## config.mk

```make
export PLATFORM = sky130hd
export DESIGN_NAME = load_store_unit_flat
export DESIGN_NICKNAME = d
export VERILOG_FILES = /design/src/rtl/load_store_unit_pkg.sv /design/src/rtl/load_store_unit_if.sv /design/src/rtl/load_store_unit_lane.sv /design/src/rtl/load_store_unit.sv /design/src/flat_wrapper.sv
export SDC_FILE = /design/constraint.sdc
export NUM_CORES = 1
export LEC_CHECK = 0
export ABC_AREA = 1
export CAP_MARGIN = 20
export CELL_PAD_IN_SITES_DETAIL_PLACEMENT = 1
export CELL_PAD_IN_SITES_GLOBAL_PLACEMENT = 1
export CORE_MARGIN = 1
export CORE_UTILIZATION = 43
export CTS_CLUSTER_DIAMETER = 60
export CTS_CLUSTER_SIZE = 28
export DETAILED_ROUTE_END_ITERATION = 7
export DONT_BUFFER_PORTS = 1
export PLACE_DENSITY_LB_ADDON = 0.1
export SLEW_MARGIN = 30
export SYNTH_ARGS = -nofsm -noshare
export SYNTH_HDL_FRONTEND = slang
export SYNTH_SLANG_ARGS = --single-unit
```

## constraint.sdc

```tcl
create_clock -name clk -period 3 [get_ports clk]
set_input_delay 0.9 -clock clk [delete_from_list [all_inputs] [get_ports clk]]
set_output_delay 0.9 -clock clk [all_outputs]
set_load 0.01 [all_outputs]
```

## src/rtl/load_store_unit_pkg.sv

```systemverilog
// Shared definitions for the load/store unit: opcodes, FSM states,
// access sizes and small decode helpers.
package lsu_defs;

    typedef enum logic [2:0] {
        OP_LB, OP_LBU, OP_LH, OP_LHU,
        OP_LW, OP_SB, OP_SH, OP_SW
    } lsu_op_e;

    typedef enum logic [1:0] {
        S_IDLE, S_ACCESS, S_WRITE, S_RESP
    } lsu_state_e;

    localparam logic [1:0] SZ_B = 2'd0;
    localparam logic [1:0] SZ_H = 2'd1;
    localparam logic [1:0] SZ_W = 2'd2;

    function automatic logic [1:0] op_size(lsu_op_e op);
        unique case (op)
            OP_LB, OP_LBU, OP_SB: return SZ_B;
            OP_LH, OP_LHU, OP_SH: return SZ_H;
            default:              return SZ_W;
        endcase
    endfunction

    function automatic logic op_is_load(lsu_op_e op);
        return (op == OP_LB) || (op == OP_LBU) || (op == OP_LH)
            || (op == OP_LHU) || (op == OP_LW);
    endfunction

    function automatic logic op_signed(lsu_op_e op);
        return (op == OP_LB) || (op == OP_LH);
    endfunction

    function automatic logic misaligned(logic [1:0] size, logic [1:0] off);
        return ((size == SZ_W) && (off != 2'b00))
            || ((size == SZ_H) && off[0]);
    endfunction

    // Offset forced to natural alignment when misaligned accesses proceed.
    function automatic logic [1:0] align_off(logic [1:0] size, logic [1:0] off);
        unique case (size)
            SZ_W:    return 2'b00;
            SZ_H:    return {off[1], 1'b0};
            default: return off;
        endcase
    endfunction

endpackage

```

## src/rtl/load_store_unit_if.sv

```systemverilog
// Pipeline-side request/response and memory-side bus of the load/store unit.
// The master side drives requests and returns memory read data.
interface lsu_if;
    import lsu_defs::*;

    logic        req;
    lsu_op_e     op;
    logic [31:0] address;
    logic [31:0] storeData;
    logic        ready;
    logic        done;
    logic        error;
    logic [31:0] loadData;
    logic [31:0] memAddress;
    logic [31:0] memWriteData;
    logic        memRead;
    logic        memWrite;
    logic [31:0] memReadData;

    modport master (
        output req, op, address, storeData, memReadData,
        input  ready, done, error, loadData,
        input  memAddress, memWriteData, memRead, memWrite
    );

    modport slave (
        input  req, op, address, storeData, memReadData,
        output ready, done, error, loadData,
        output memAddress, memWriteData, memRead, memWrite
    );
endinterface

```

## src/rtl/load_store_unit_lane.sv

```systemverilog
// Little-endian lane extract (with sign/zero extension) and lane merge
// for byte, halfword and word accesses.
module lsu_lane
    import lsu_defs::*;
(
    input  logic [31:0] word_i,
    input  logic [1:0]  off_i,
    input  logic [1:0]  size_i,
    input  logic        sign_i,
    input  logic [31:0] data_i,
    output logic [31:0] ext_o,
    output logic [31:0] merged_o
);

    logic [7:0]  byte_sel;
    logic [15:0] half_sel;

    always_comb begin
        byte_sel = word_i[{off_i, 3'b000} +: 8];
        half_sel = word_i[{off_i[1], 4'b0000} +: 16];
        ext_o    = word_i;
        merged_o = word_i;
        unique case (1'b1)
            size_i == SZ_B: begin
                ext_o = {{24{sign_i & byte_sel[7]}}, byte_sel};
                merged_o[{off_i, 3'b000} +: 8] = data_i[7:0];
            end
            size_i == SZ_H: begin
                ext_o = {{16{sign_i & half_sel[15]}}, half_sel};
                merged_o[{off_i[1], 4'b0000} +: 16] = data_i[15:0];
            end
            default: merged_o = data_i;
        endcase
    end

endmodule

```

## src/rtl/load_store_unit.sv

```systemverilog
// Multi-cycle load/store unit: word-wide memory accesses with
// read-modify-write for sub-word stores and misalignment flagging.
module load_store_unit
    import lsu_defs::*;
#(
    parameter bit ALIGN_CHECK = 1'b1
) (
    input logic  clk,
    input logic  rst_n,
    lsu_if.slave bus
);

    lsu_state_e  state_q, state_d;
    lsu_op_e     op_q;
    logic [31:0] addr_q;
    logic [31:0] sdata_q;
    logic [31:0] merge_q;
    logic [31:0] load_q;
    logic        err_q;

    logic [1:0]  size_in;
    logic        mis_in;
    logic [31:0] lane_word;
    logic [31:0] lane_ext;
    logic [31:0] lane_merged;
    logic        ready, done, error, rd, wr;
    logic [31:0] mem_addr, mem_wdata;

    assign size_in = op_size(bus.op);
    assign mis_in  = ALIGN_CHECK && misaligned(size_in, bus.address[1:0]);

    // WRITE merges into the captured word; ACCESS extracts from memory.
    assign lane_word = (state_q == S_WRITE) ? merge_q : bus.memReadData;

    lsu_lane u_lane (
        .word_i   (lane_word),
        .off_i    (addr_q[1:0]),
        .size_i   (op_size(op_q)),
        .sign_i   (op_signed(op_q)),
        .data_i   (sdata_q),
        .ext_o    (lane_ext),
        .merged_o (lane_merged)
    );

    always_comb begin
        state_d   = state_q;
        ready     = 1'b0;
        done      = 1'b0;
        error     = 1'b0;
        rd        = 1'b0;
        wr        = 1'b0;
        mem_addr  = 32'h0;
        mem_wdata = 32'h0;
        unique case (state_q)
            S_IDLE: begin
                ready = 1'b1;
                if (bus.req) state_d = mis_in ? S_RESP : S_ACCESS;
            end
            S_ACCESS: begin
                mem_addr = {addr_q[31:2], 2'b00};
                if (op_q == OP_SW) begin
                    wr        = 1'b1;
                    mem_wdata = sdata_q;
                    state_d   = S_RESP;
                end else begin
                    rd      = 1'b1;
                    state_d = op_is_load(op_q) ? S_RESP : S_WRITE;
                end
            end
            S_WRITE: begin
                mem_addr  = {addr_q[31:2], 2'b00};
                wr        = 1'b1;
                mem_wdata = lane_merged;
                state_d   = S_RESP;
            end
            S_RESP: begin
                done    = 1'b1;
                error   = err_q;
                state_d = S_IDLE;
            end
            default: state_d = S_IDLE;
        endcase
    end

    always_ff @(posedge clk) begin
        if (!rst_n) begin
            state_q <= S_IDLE;
            op_q    <= OP_LB;
            addr_q  <= 32'h0;
            sdata_q <= 32'h0;
            merge_q <= 32'h0;
            load_q  <= 32'h0;
            err_q   <= 1'b0;
        end else begin
            state_q <= state_d;
            if (state_q == S_IDLE && bus.req) begin
                op_q    <= bus.op;
                addr_q  <= {bus.address[31:2],
                            align_off(size_in, bus.address[1:0])};
                sdata_q <= bus.storeData;
                err_q   <= mis_in;
            end
            if (state_q == S_ACCESS) begin
                if (op_is_load(op_q)) load_q <= lane_ext;
                if (op_q == OP_SB || op_q == OP_SH) merge_q <= bus.memReadData;
            end
        end
    end

    // Reset must be able to cancel a write already on the bus.
    assign bus.memRead      = rd & rst_n;
    assign bus.memWrite     = wr & rst_n;
    assign bus.memAddress   = mem_addr;
    assign bus.memWriteData = mem_wdata;
    assign bus.ready        = ready;
    assign bus.done         = done;
    assign bus.error        = error;
    assign bus.loadData     = load_q;

endmodule

```

## src/flat_wrapper.sv

```systemverilog
// flat-port wrapper written by rule: the top's interface ports become plain ports
module load_store_unit_flat import lsu_defs::*;
#(
    parameter bit ALIGN_CHECK = 1'b1
)
  (clk, rst_n, bus_req, bus_op, bus_address, bus_storeData, bus_memReadData, bus_ready, bus_done, bus_error, bus_loadData, bus_memAddress, bus_memWriteData, bus_memRead, bus_memWrite);
  lsu_if bus_i ();
  input logic clk;
  input logic rst_n;
  input wire logic [$bits(bus_i.req)-1:0] bus_req;
  input wire logic [$bits(bus_i.op)-1:0] bus_op;
  input wire logic [$bits(bus_i.address)-1:0] bus_address;
  input wire logic [$bits(bus_i.storeData)-1:0] bus_storeData;
  input wire logic [$bits(bus_i.memReadData)-1:0] bus_memReadData;
  output wire logic [$bits(bus_i.ready)-1:0] bus_ready;
  output wire logic [$bits(bus_i.done)-1:0] bus_done;
  output wire logic [$bits(bus_i.error)-1:0] bus_error;
  output wire logic [$bits(bus_i.loadData)-1:0] bus_loadData;
  output wire logic [$bits(bus_i.memAddress)-1:0] bus_memAddress;
  output wire logic [$bits(bus_i.memWriteData)-1:0] bus_memWriteData;
  output wire logic [$bits(bus_i.memRead)-1:0] bus_memRead;
  output wire logic [$bits(bus_i.memWrite)-1:0] bus_memWrite;
  assign bus_i.req = bus_req;
  assign bus_i.op = bus_op;
  assign bus_i.address = bus_address;
  assign bus_i.storeData = bus_storeData;
  assign bus_i.memReadData = bus_memReadData;
  assign bus_ready = bus_i.ready;
  assign bus_done = bus_i.done;
  assign bus_error = bus_i.error;
  assign bus_loadData = bus_i.loadData;
  assign bus_memAddress = bus_i.memAddress;
  assign bus_memWriteData = bus_i.memWriteData;
  assign bus_memRead = bus_i.memRead;
  assign bus_memWrite = bus_i.memWrite;
  load_store_unit #(.ALIGN_CHECK(ALIGN_CHECK)) u_core (.clk(clk), .rst_n(rst_n), .bus(bus_i));
endmodule
```

== Yosys cells after proc, flatten, opt, wreduce, memory -nomap -nowiden ==
Cells that the tools add are included.
Storage, ports and cells
  flip-flop bits (word level): 134
  input port bits: 102
  output and inout bits: 101
  logic and storage cells: 83
Cells by class
  $add $sub $neg: 2
  eq/ne operators: 19
  shifts and indexed selects: 6
  mux-type cells: 23
  bitwise operators: 4
  reductions and logical operators: 22
Operators by type and width (count)
  $pmux W32 S2: 3
  $mux W32: 3
  $bwmux W32: 2
  $shift A16 B7 Y32 const A: 1
  $shift A8 B7 Y32 const A: 1
  $shiftx A16 B7 Y32: 1
  $shiftx A32 B6 Y16: 1
  $shiftx A32 B6 Y8: 1
  $shiftx A8 B7 Y32: 1
  $eq A3 B3 Y1 const B: 6
  $neg A5 Y7: 2
  $eq A3 B2 Y1 const B: 4
  $pmux W2 S2: 3
  $reduce_or A3 Y1: 4
  $pmux W2 S4: 1
  $logic_or A1 B1 Y1: 7
  $mux W1: 7
  $eq A2 B1 Y1 const B: 3
  $eq A2 B2 Y1 const B: 3
  $eq A3 B1 Y1 const B: 2
  $logic_not A3 Y1: 2
  $mux W2: 3
  $and A1 B1 Y1: 4
  $logic_not A2 Y1: 2
  6 further kinds: 9

== Logic depth before layout (Yosys ltp) ==
  depth after elaboration: 9
  gate-level depth with buffers: 14
  gate-level depth less buffers: 13

== Modules after synthesis ==
Synthesis repeated with hierarchy kept, for this count alone.
Unflattened totals
  cell total of the unflattened synthesis: 1407
  area total of the unflattened synthesis: 8167.8 um^2
By module, submodules not included
  load_store_unit: times used 1, cells each 1000, area an instance 6339.8 um^2, sequential area each 2682.6 um^2
  lsu_lane: times used 1, cells each 407, area an instance 1828.0 um^2, sequential area each 0.0 um^2

== Least setup slack after synthesis ==
Ideal clock, no wire load.
  path type: register -> output
  start point: reg u_core.addr_q[1]
  end point: out bus_memWriteData[24]
  arrival: 1.940 ns
  setup slack: 0.160 ns
  cell stages (with the launch flop): 12
  buffers on the path: 2
  path through: dfxtp_1 inv_2 buf_2 buf_2 ha_1 nor2_1 nand2_1 nand2_1 nand2_1 nand2_1 nand2_1 a21oi_1
On the way
  word-level cells in the longest chain between the ends: 5
RTL lines
  start, declared: RTL line load_store_unit.sv:15  | logic [31:0] addr_q;
  start signal, assigned: RTL line load_store_unit.sv:98  | addr_q <= {bus.address[31:2],
  $neg A5 Y7 (on tied branches): RTL line load_store_unit_lane.sv:30, load_store_unit_lane.sv:26
  $shiftx A16 B7 Y32 (tied with other cells): RTL line load_store_unit_lane.sv:30  | merged_o[{off_i[1], 4'b0000} +: 16] = data_i[15:0];
  $bwmux W32 (on tied branches): RTL line load_store_unit_lane.sv:30, load_store_unit_lane.sv:26
  $pmux W32 S2 (*): RTL line load_store_unit_lane.sv:23  | unique case (1'b1)
  $pmux W32 S2 (*): RTL line load_store_unit.sv:54  | unique case (state_q)
  end, declared: RTL line flat_wrapper.sv:20  | output wire logic [$bits(bus_i.memWriteData)-1:0] bus_memWriteData;
Every way passes the cells marked *; elsewhere a longest branch is shown, timed or not.

== Final worst setup path ==
  start point: reg u_core.state_q[0]
  end point: out bus_memWriteData[21]
On the way
  word-level cells in the longest chain between the ends: 5
RTL lines
  start, declared: RTL line load_store_unit.sv:13  | lsu_state_e state_q, state_d;
  start signal, assigned: RTL line load_store_unit.sv:95  | state_q <= state_d;
  $eq A2 B2 Y1: RTL line load_store_unit.sv:33, load_store_unit.sv:54
  $mux W32: RTL line load_store_unit.sv:33  | assign lane_word = (state_q == S_WRITE) ? merge_q : bus.memReadData;
  $bwmux W32 (on tied branches): RTL line load_store_unit_lane.sv:30, load_store_unit_lane.sv:26
  $pmux W32 S2: RTL line load_store_unit_lane.sv:23
  $pmux W32 S2 (*): RTL line load_store_unit.sv:54
Marks and branches as above.

==> impl_metrics.ini <==
[global_routing]
grt-ovfl-total = 0
grt_antenna_before_repair = 0
grt.total_usage_pct = 31.98
grt_pass1_vias = 8635
grt_max_degree = 117
grt_pass1_wl_um = 45060

[worst_setup_path]
crit_path_max_fanout = 8
cpPeakStageDelay_ns = 0.36
path_cells = inv_4 -> ha_4 -> buf_4 -> buf_6 -> buf_12 -> nor2_4 -> nor2_4 -> clkbuf_16 -> nand2_1 -> a21oi_2 -> buf_4
cp_data_arrival_time_ns = 2.20
critPathSlowestCell = dfxtp_4
cp.required_ns = 2.10
crit_type = reg2out
crit_path_start_kind = flop
end_kind = output port

[routing]
avgViaCountPerCell = 5.532
dr_total_vias = 8774
drc_errors = 0
dr.pass1.iters = 5
wl_per_cell_um = 19.94
drt_wl_total_um = 31630
antenna_left = 0
drt-initial-drc-count = 643

[run_status]
failed_checks = setup timing
status = complete, but fails checks

[yosys]
synth_flop_cell = dfxtp_1
yosys.area_share.simple_pct = 36.17
yosysTopAreaCell = dfxtp_1
ys_seq_area_share_pct = 35.12
synth_top_family_by_area = simple AND/OR/NAND/NOR gates
synth_edf_count = 0
yosys.cell_types.count = 28
synth_warnings = 0
synth_common_cells = 382 x nand2_1, 245 x nor2_1, 160 x o21ai_0
synth_top_cells_by_area = dfxtp_1 35%, nand2_1 19%, nor2_1 12%
ys_ff_latch = 134
muxShareOfSynthArea_pct = 0
synth_most_common_cell = nand2_1
synthCells = 1285
syn_area_um2 = 7637
ys_async_sr_fraction_pct = 0
yosys.area_share.adder_pct = 1.474
synth_compound_area_share_pct = 16.60
synth.top_cell.area_share_pct = 35.12
syn_area_per_cell_um2 = 5.943
synth_xor_area_share_pct = 0

[floorplan]
dieWidth_um = 135.3
ios = 203
core_um2 = 17300
fp-row-count = 48
fp.dieArea_um2 = 18300
start_util_pct = 44.16
die-height_um = 135.3

[sta]
finalSetupViolCount = 30
relSlewSlack_pct = 48.03
post-route-period-util_pct = 103.4
fin_tns_setup_ns = -1.370
fmax_ghz = 0.3223
period_minus_slack_ns = 3.103
tightest_slew_ns = 0.7784
layout_setup_ws_ns = -0.1030
rsz0062_at_grt = yes
fin_skew_ns = 0.01493
hold_viol = 0
finalMaxSlewViolations = 0

[placed_design]
io_buffers = 0
placed_area_um2 = 8217
place.gp.congestion = 0.9419
dp_hpwl_um = 19440

[min_path]
min_path_type = reg2reg

[clock_network]
cts.sinks = 134
cts_tree = yes
clk_path_buf_depth = 2
holdBufCountCts = 0
cts-root-buf = clkbuf_16
clk_latency_ns = 0.44
cts_buffers = 17
path_clk_slew_ns = 0.06
htreeDepth = 4

[pwr]
p_per_area_nw_per_um2 = 927.0
leakagePower_nw = 4.571
total_power_mw = 8.914
peakVddDrop_v = 0.0005057

[final_layout]
area_growth_pct = 25.90
fin_nets = 1459
stdcell_area_um2 = 9615
layout-drive-gt1-share_pct = 19.47
n_antenna_cell = 0

[job]
cap_violations = 0
[flip-flops by register name, summed over array words and instances (netlist names)]
| register | flops |
|---|---|
| u_core.sdata_q | 32 |
| u_core.state_q | 2 |
| u_core.op_q | 3 |
| u_core.bus.loadData | 32 |
| u_core.addr_q | 32 |
| u_core.merge_q | 32 |
| u_core.err_q | 1 |
[power by group]
part           internal (mW)  total, mW  switching [mW]
Combinational           1.36       4.10            2.75
Clock                   1.28       2.17           0.894
Sequential              2.23       2.64           0.415
[layout make-up]
| class | count | area [µm²] |
|---|---|---|
| timing repair buffer | 117 | 1080 |
| tap | 225 | 281.5 |
| fill | 2358 | 7681 |
| clock inverter | 13 | 147.6 |
| multi-input combinational | 957 | 4474 |
| inverter | 121 | 483.0 |
| clock buffer | 19 | 452.9 |
| sequential | 134 | 2696 |
[kinds of logic (layout without fill, tap and decap cells)]
logic type	count (synthesis)	in the layout
simple gates	699	699
compound gates	247	247
buf+inv	195	270
flops	134	134
fa+ha+maj	9	9
other cells	1	2
[worst max-delay path, delay by kind of cell, from the launching register on]
family	cells	cell delay, ns
fa+ha+maj	1	0.21
compound gates	1	0.16
buf+inv	6	0.75
flops	1	0.36
simple gates	3	0.27
[what timing repair did]
action | 4_1_cts | 5_1_grt
setup endpoints to repair | 32 | 32
pin swaps | 8 | 12
resized for setup | 72 | 84
gates cloned | 0 | 4
buffers inserted | 8 | 23
[path summary, 6_finish.rpt]
check	startpoint	endpoint	slack [ns]	cells past startpoint
min	u_core.merge_q[7]$_SDFFE_PN0P_	u_core.merge_q[7]$_SDFFE_PN0P_	0.46	2
min reg2reg	u_core.merge_q[7]$_SDFFE_PN0P_	u_core.merge_q[7]$_SDFFE_PN0P_	0.46	2
max	u_core.state_q[0]$_SDFFE_PN0P_	bus_memWriteData[21]	-0.10	11
max reg2reg	u_core.state_q[0]$_SDFFE_PN0P_	u_core.bus.loadData[31]$_SDFFE_PN0P_	0.69	15
[metrics by stage]
stage	hold slack, ns	setup WS (ns)	util, %	instances
detailed placement	0.4563	0.1616	47.50	1519
finish	0.4646	-0.1030	55.59	1586
CTS	0.4660	-0.02465	52.65	1559
global route	0.5071	-0.1747	55.59	1586
floorplan	0.4292	0.1598	-	1286
global placement	0.4441	0.2206	47.50	1519
[layer usage]
metal	up-vias	track usage, %	part of all wire, %
met5	-	0	0
met1	4160	37.11	39
met4	0	17.54	5.4
met2	368	54.64	48
met3	112	6.884	7.4
li1	4134	-	-
[cells in the final DEF, fill, tap and decap left out, types with 2 or more instances in the layout]
cell and count:
a21oi_1 53, a21oi_2 27, a21oi_4 2, buf_12 9
buf_4 99, buf_6 5, bufinv_16 2, clkbuf_16 21
clkbuf_8 2, clkinv_4 4, clkinvlp_4 5, conb_1 2
dfxtp_1 127, dfxtp_2 5, dfxtp_4 2, ha_1 5
ha_4 4, inv_1 103, inv_2 11, inv_4 3
inv_6 3, nand2_1 352, nand2_2 30, nand2_4 3
nand3_1 51, nand3_2 3, nor2_1 237, nor2_2 9
nor2_4 7, nor3_1 4, o21ai_0 135, o21ai_1 24
o21ai_2 3, o21ai_4 2
Note: power is estimated with default switching activity, not from simulation.
